===== src/rtl/wb_arbiter_if.sv =====
// Writeback arbiter bus: ALU/LSU writeback requests, load-issue/hazard queries
// and the register-file write port.
interface wb_arbiter_if #(
  parameter int XLEN    = 32,
  parameter int REGID_W = 5
);
  logic               alu_valid;
  logic [REGID_W-1:0] alu_rd;
  logic [XLEN-1:0]    alu_data;
  logic               alu_ready;
  logic               lsu_valid;
  logic [REGID_W-1:0] lsu_rd;
  logic [XLEN-1:0]    lsu_data;
  logic               lsu_ready;
  logic               ld_issue;
  logic [REGID_W-1:0] ld_issue_rd;
  logic [REGID_W-1:0] rs1_addr;
  logic [REGID_W-1:0] rs2_addr;
  logic               rs1_busy;
  logic               rs2_busy;
  logic [REGID_W-1:0] rd_addr;
  logic [XLEN-1:0]    rd_wdata;
  logic               rd_write;
  logic               ld_pending;

  modport slave (
    input  alu_valid, alu_rd, alu_data, lsu_valid, lsu_rd, lsu_data,
           ld_issue, ld_issue_rd, rs1_addr, rs2_addr,
    output alu_ready, lsu_ready, rs1_busy, rs2_busy,
           rd_addr, rd_wdata, rd_write, ld_pending
  );

  modport master (
    output alu_valid, alu_rd, alu_data, lsu_valid, lsu_rd, lsu_data,
           ld_issue, ld_issue_rd, rs1_addr, rs2_addr,
    input  alu_ready, lsu_ready, rs1_busy, rs2_busy,
           rd_addr, rd_wdata, rd_write, ld_pending
  );
endinterface


===== src/rtl/wb_arbiter.sv =====
// Round-robin ALU/LSU writeback arbiter with a one-cycle registered write port
// and a per-register pending-load scoreboard for hazard queries.
module wb_arbiter #(
  parameter int XLEN    = 32,
  parameter int REGID_W = 5,
  parameter bit R0_ZERO = 1'b1
) (
  input  logic          clk,
  input  logic          rst_b,
  wb_arbiter_if.slave   bus
);
  localparam int NREG = 1 << REGID_W;

  typedef enum logic {WIN_ALU, WIN_LSU} winner_e;

  winner_e            last_winner, last_winner_next;
  logic               grant_alu, grant_lsu, conflict;
  logic [NREG-1:0]    sb, sb_next;
  logic               rd_write_q;
  logic [REGID_W-1:0] rd_addr_q;
  logic [XLEN-1:0]    rd_wdata_q;

  // NOTE: every always_comb output gets a default first so no path can infer a latch.
  always_comb begin
    conflict         = bus.alu_valid && bus.lsu_valid;
    grant_alu        = bus.alu_valid && (!bus.lsu_valid || last_winner == WIN_LSU);
    grant_lsu        = bus.lsu_valid && !grant_alu;
    last_winner_next = last_winner;
    if (conflict)
      last_winner_next = grant_alu ? WIN_ALU : WIN_LSU;

    // Clear before set: a new load to the same register stays pending.
    sb_next = sb;
    if (grant_lsu)
      sb_next[bus.lsu_rd] = 1'b0;
    if (bus.ld_issue && !(R0_ZERO && bus.ld_issue_rd == '0))
      sb_next[bus.ld_issue_rd] = 1'b1;
  end

  // NOTE: state uses non-blocking assignments so every register samples pre-edge values.
  // NOTE: the scoreboard array is reset explicitly; stale pending bits would stall issue.
  always_ff @(posedge clk or negedge rst_b) begin
    if (!rst_b) begin
      last_winner <= WIN_LSU;
      sb          <= '0;
      rd_write_q  <= 1'b0;
      rd_addr_q   <= '0;
      rd_wdata_q  <= '0;
    end else begin
      last_winner <= last_winner_next;
      sb          <= sb_next;
      if (grant_alu) begin
        rd_addr_q  <= bus.alu_rd;
        rd_wdata_q <= bus.alu_data;
        rd_write_q <= !(R0_ZERO && bus.alu_rd == '0);
      end else if (grant_lsu) begin
        rd_addr_q  <= bus.lsu_rd;
        rd_wdata_q <= bus.lsu_data;
        rd_write_q <= !(R0_ZERO && bus.lsu_rd == '0);
      end else begin
        rd_write_q <= 1'b0;
      end
    end
  end

  assign bus.alu_ready  = grant_alu;
  assign bus.lsu_ready  = grant_lsu;
  assign bus.rd_write   = rd_write_q;
  assign bus.rd_addr    = rd_addr_q;
  assign bus.rd_wdata   = rd_wdata_q;
  assign bus.ld_pending = |sb;
  assign bus.rs1_busy   = sb[bus.rs1_addr] && !(R0_ZERO && bus.rs1_addr == '0);
  assign bus.rs2_busy   = sb[bus.rs2_addr] && !(R0_ZERO && bus.rs2_addr == '0);
endmodule

===== src/flat_wrapper.sv =====
// flat-port wrapper written by rule: the top's interface ports become plain ports
module wb_arbiter_flat 
#(
  parameter int XLEN    = 32,
  parameter int REGID_W = 5,
  parameter bit R0_ZERO = 1'b1
)
  (clk, rst_b, bus_alu_valid, bus_alu_rd, bus_alu_data, bus_lsu_valid, bus_lsu_rd, bus_lsu_data, bus_ld_issue, bus_ld_issue_rd, bus_rs1_addr, bus_rs2_addr, bus_alu_ready, bus_lsu_ready, bus_rs1_busy, bus_rs2_busy, bus_rd_addr, bus_rd_wdata, bus_rd_write, bus_ld_pending);
  wb_arbiter_if #(.XLEN(XLEN), .REGID_W(REGID_W)) bus_i ();
  input  logic clk;
  input  logic rst_b;
  input wire logic [$bits(bus_i.alu_valid)-1:0] bus_alu_valid;
  input wire logic [$bits(bus_i.alu_rd)-1:0] bus_alu_rd;
  input wire logic [$bits(bus_i.alu_data)-1:0] bus_alu_data;
  input wire logic [$bits(bus_i.lsu_valid)-1:0] bus_lsu_valid;
  input wire logic [$bits(bus_i.lsu_rd)-1:0] bus_lsu_rd;
  input wire logic [$bits(bus_i.lsu_data)-1:0] bus_lsu_data;
  input wire logic [$bits(bus_i.ld_issue)-1:0] bus_ld_issue;
  input wire logic [$bits(bus_i.ld_issue_rd)-1:0] bus_ld_issue_rd;
  input wire logic [$bits(bus_i.rs1_addr)-1:0] bus_rs1_addr;
  input wire logic [$bits(bus_i.rs2_addr)-1:0] bus_rs2_addr;
  output wire logic [$bits(bus_i.alu_ready)-1:0] bus_alu_ready;
  output wire logic [$bits(bus_i.lsu_ready)-1:0] bus_lsu_ready;
  output wire logic [$bits(bus_i.rs1_busy)-1:0] bus_rs1_busy;
  output wire logic [$bits(bus_i.rs2_busy)-1:0] bus_rs2_busy;
  output wire logic [$bits(bus_i.rd_addr)-1:0] bus_rd_addr;
  output wire logic [$bits(bus_i.rd_wdata)-1:0] bus_rd_wdata;
  output wire logic [$bits(bus_i.rd_write)-1:0] bus_rd_write;
  output wire logic [$bits(bus_i.ld_pending)-1:0] bus_ld_pending;
  assign bus_i.alu_valid = bus_alu_valid;
  assign bus_i.alu_rd = bus_alu_rd;
  assign bus_i.alu_data = bus_alu_data;
  assign bus_i.lsu_valid = bus_lsu_valid;
  assign bus_i.lsu_rd = bus_lsu_rd;
  assign bus_i.lsu_data = bus_lsu_data;
  assign bus_i.ld_issue = bus_ld_issue;
  assign bus_i.ld_issue_rd = bus_ld_issue_rd;
  assign bus_i.rs1_addr = bus_rs1_addr;
  assign bus_i.rs2_addr = bus_rs2_addr;
  assign bus_alu_ready = bus_i.alu_ready;
  assign bus_lsu_ready = bus_i.lsu_ready;
  assign bus_rs1_busy = bus_i.rs1_busy;
  assign bus_rs2_busy = bus_i.rs2_busy;
  assign bus_rd_addr = bus_i.rd_addr;
  assign bus_rd_wdata = bus_i.rd_wdata;
  assign bus_rd_write = bus_i.rd_write;
  assign bus_ld_pending = bus_i.ld_pending;
  wb_arbiter #(.XLEN(XLEN), .REGID_W(REGID_W), .R0_ZERO(R0_ZERO)) u_core (.clk(clk), .rst_b(rst_b), .bus(bus_i));
endmodule

===== config.mk =====
export PLATFORM = sky130hd
export DESIGN_NAME = wb_arbiter_flat
export DESIGN_NICKNAME = d
export VERILOG_FILES = /design/src/rtl/wb_arbiter_if.sv /design/src/rtl/wb_arbiter.sv /design/src/flat_wrapper.sv
export SDC_FILE = /design/constraint.sdc
export NUM_CORES = 1
export LEC_CHECK = 0
export CORE_MARGIN = 1
export CORE_UTILIZATION = 32
export DETAILED_ROUTE_END_ITERATION = 7
export SLEW_MARGIN = 20
export SYNTH_ARGS = -nofsm -noshare
export SYNTH_HDL_FRONTEND = slang
export SYNTH_SLANG_ARGS = --single-unit

===== constraint.sdc =====
create_clock -name clk -period 4.1 [get_ports clk]
set_clock_uncertainty 0.05 [all_clocks]
set_input_delay 1.025 -clock clk [delete_from_list [all_inputs] [get_ports clk]]
set_output_delay 1.025 -clock clk [all_outputs]
set_load 0.01 [all_outputs]

==> reports/metrics.cfg <==
[placed_design]
postPlaceCellArea_um2=5160
place.gp.congestion=0.890
dp_hpwl_um=8870
portBuffers=136
place_inst=658

[synthesis]
ys_seq_elements=71
synth-edff-count=0
syn-num-nets=484
yosys_warnings=0
netlist_area_um2=3650
async_flop_share_pct=100
syn_inst=390
yosys.area.top_type=dfrtp_1
synth.most_common_cell=nor2_1
yosysSeqAreaShare_pct=48.7
syn_area_per_cell_um2=9.35
yosys.area.top_type_share_pct=48.0
yosys-top-cells-count=80 x nor2_1, 70 x dfrtp_1, 39 x o22ai_1
synth_top_flop_cell=dfrtp_1
yosys-top-cells-area=dfrtp_1 48%, nor2_1 8.2%, o22ai_1 6.7%
ys_types=45

[power_and_ir_drop]
ir_worst_vdd_mv=0.211
cellPowerDensity_nw_per_um2=481
leakage_nw=2.18

[global_routing]
gr-max-usage-layer=met2
grt-ovfl-total=0
met3_usage_pct=6.22
first_global_vias=3606
grt_antenna_before_repair=0
grt_use_total_pct=21.6
grt_use_met1_pct=26.5
grt_pass1_wl_um=19000
grt_max_degree=59
grtUsageMet2_pct=35.0

[sta]
setup_violations=0
max_slew_margin_pct=49.4
tightest_slew_ps=758
hold_viol_final=0
min_period_ps=3770
fin_crit_sh_pct=91.9
rsz0062_at_grt=false
drv_slew=0
clock.fmax_mhz=266

[clock_network]
cts.sinks=71
cts_made_buffers=9
cts_tree=yes
cts_max_level=3
post-cts-setup-buffers=0
clk_pin_slew_ps=50
cts_root_buf=clkbuf_16
clock_latency_ps=330
clock_path_buffers=2

[cells_and_area]
diodes=0
fin_nets=623
syn_to_final_growth_pct=50.4
final_area_um2=5480
drive_above_1_share_pct=8.24
final_cells=674

[floorplan]
fp.dieW_um=109
num_rows=38
initial_core_util_pct=33.2
io_pins=137
die_area_um2=11800
die_y_um=109
core-area_um2=11000

[setup_path]
reg2reg_slack_ps=2220
crit_path_start_kind=input pin
critPathMaxFanout=6
r2r_start=u_core.last_winner
worstSetupPathType=in2out
r2r_cells=5
cp-end-kind=output pin
rr_endpoint=u_core.sb[29]
crit_chain=clkdlybuf4s50_1, buf_4, mux4_2, o21ai_0, nand4_1, dlymetal6s2s_1
critPathSlowestCell=clkdlybuf4s50_1
cp.required_ps=3020
worstPathArrival_ps=2690
endpoint=bus_rs1_busy
cp-startpoint=bus_rs1_addr[1]
max_stage_delay_ps=540

[job]
maxCapViolations=0

[hold_path]
min_path_type=reg2reg

[detailed_routing]
postRouteAntennaNets=0
drt_wl_total_um=12100
drtIter0Drc=239
vias=3614
dr.pass1.iters=4
viasPerCell=5.36
drc=0
wl_per_cell_um=17.9

[status]
outcome=completed

## worst max-delay path, delay by kind of cell
family / cells / cell delay, ps
and+or+nand+nor: 1 / 110
muxes: 1 / 490
AOI/OAI and AO/OA: 1 / 160
buffers and inverters: 3 / 910
## cell type report
type	count	area (um2)
timing repair buffer	150	1460
inverter	11	41.3
clock inverter	3	67.6
tap	140	175
multi-input combinational	286	1710
fill	1034	5500
clock buffer	13	250
sequential	71	1780
## layer usage
metal	routed length, um	up-vias
met5	0	-
met3	1200	23
met4	254	0
met1	4840	1712
met2	5760	171
li1	-	1708
## kinds of logic (layout without fill, tap and decap cells)
| family | Yosys count | in the layout | synth area share, % |
|---|---|---|---|
| simple gates | 141 | 141 | 18.0 |
| compound gates | 121 | 121 | 19.6 |
| flops | 71 | 71 | 48.7 |
| buf+inv | 33 | 177 | 4.43 |
| mux | 23 | 23 | 8.99 |
| xor+xnor | 1 | 1 | 0.240 |
## power breakdown
part	internal (mW)	total [mW]	switching (mW)
Combinational	0.408	0.740	0.332
Sequential	0.874	1.06	0.189
Clock	0.550	0.834	0.285
## placed cells by master (no fill, tap or decap), types with 2 or more instances in the layout
cell / synthesis / routed
or3_1: 4 / 4
mux4_2: 6 / 6
clkbuf_1: 6 / 3
nor4_1: 8 / 8
a21oi_1: 2 / 2
o22ai_1: 39 / 39
nand2_1: 14 / 14
nor2_1: 80 / 80
clkbuf_16: 0 / 9
nand3b_1: 8 / 8
inv_1: 11 / 11
a2111oi_0: 3 / 2
nor2b_1: 5 / 5
nand4_1: 4 / 4
mux2_1: 2 / 2
dlymetal6s2s_1: 0 / 2
a311oi_1: 2 / 2
o21ai_1: 30 / 30
dfrtp_1: 70 / 70
nand3_1: 8 / 8
mux2_2: 3 / 3
clkdlybuf4s50_1: 0 / 130
or3b_2: 2 / 2
o2111ai_1: 2 / 2
bufinv_16: 0 / 2
o21ai_0: 33 / 33
mux2i_1: 11 / 11
dlygate4sd2_1: 0 / 3
a211oi_1: 2 / 2
or2_2: 2 / 2
buf_4: 1 / 14
a2bb2oi_1: 2 / 2
## what timing repair did
action,in CTS,in global routing
setup endpoints to repair,2,2
endpoints found under the hold margin,0,0
hold buffers,0,0
gates cloned,0,0
gates resized for setup,4,2
## metrics by stage
stage | total power, mW | worst slack, ps | TNS [ps] | util [%] | hold WS, ps
after global placement | 1.81 | -135 | -169 | 47.0 | 441
after global routing | 2.77 | 240 | 0 | 49.9 | 477
after floorplan | 1.37 | 992 | 0 | - | 409
after detailed placement | 1.81 | -129 | -202 | 47.0 | 450
after CTS | 2.66 | 3.10 | 0 | 49.9 | 461
final | 2.64 | 334 | 0 | 49.9 | 457
## registers in the layout, summed over array words and instances (netlist names)
register	count
u_core.bus.rd_wdata	32
u_core.bus.rd_write	1
u_core.last_winner	1
u_core.bus.rd_addr	5
u_core.sb	32
## how the worst min path moves through the flow
stage	from	endpoint	slack, ps	depth (start not counted)
after floorplan	u_core.sb[0]	u_core.sb[0]	410	1
after detailed placement	u_core.bus.rd_wdata[16]	u_core.bus.rd_wdata[16]	450	2
after global routing	u_core.bus.rd_wdata[9]	u_core.bus.rd_wdata[9]	480	2
after global placement	u_core.bus.rd_wdata[16]	u_core.bus.rd_wdata[16]	440	2
after CTS	u_core.bus.rd_wdata[16]	u_core.bus.rd_wdata[16]	460	2
final	u_core.bus.rd_wdata[15]	u_core.bus.rd_wdata[15]	460	2
No activity file was read; power rests on OpenSTA's default activity.
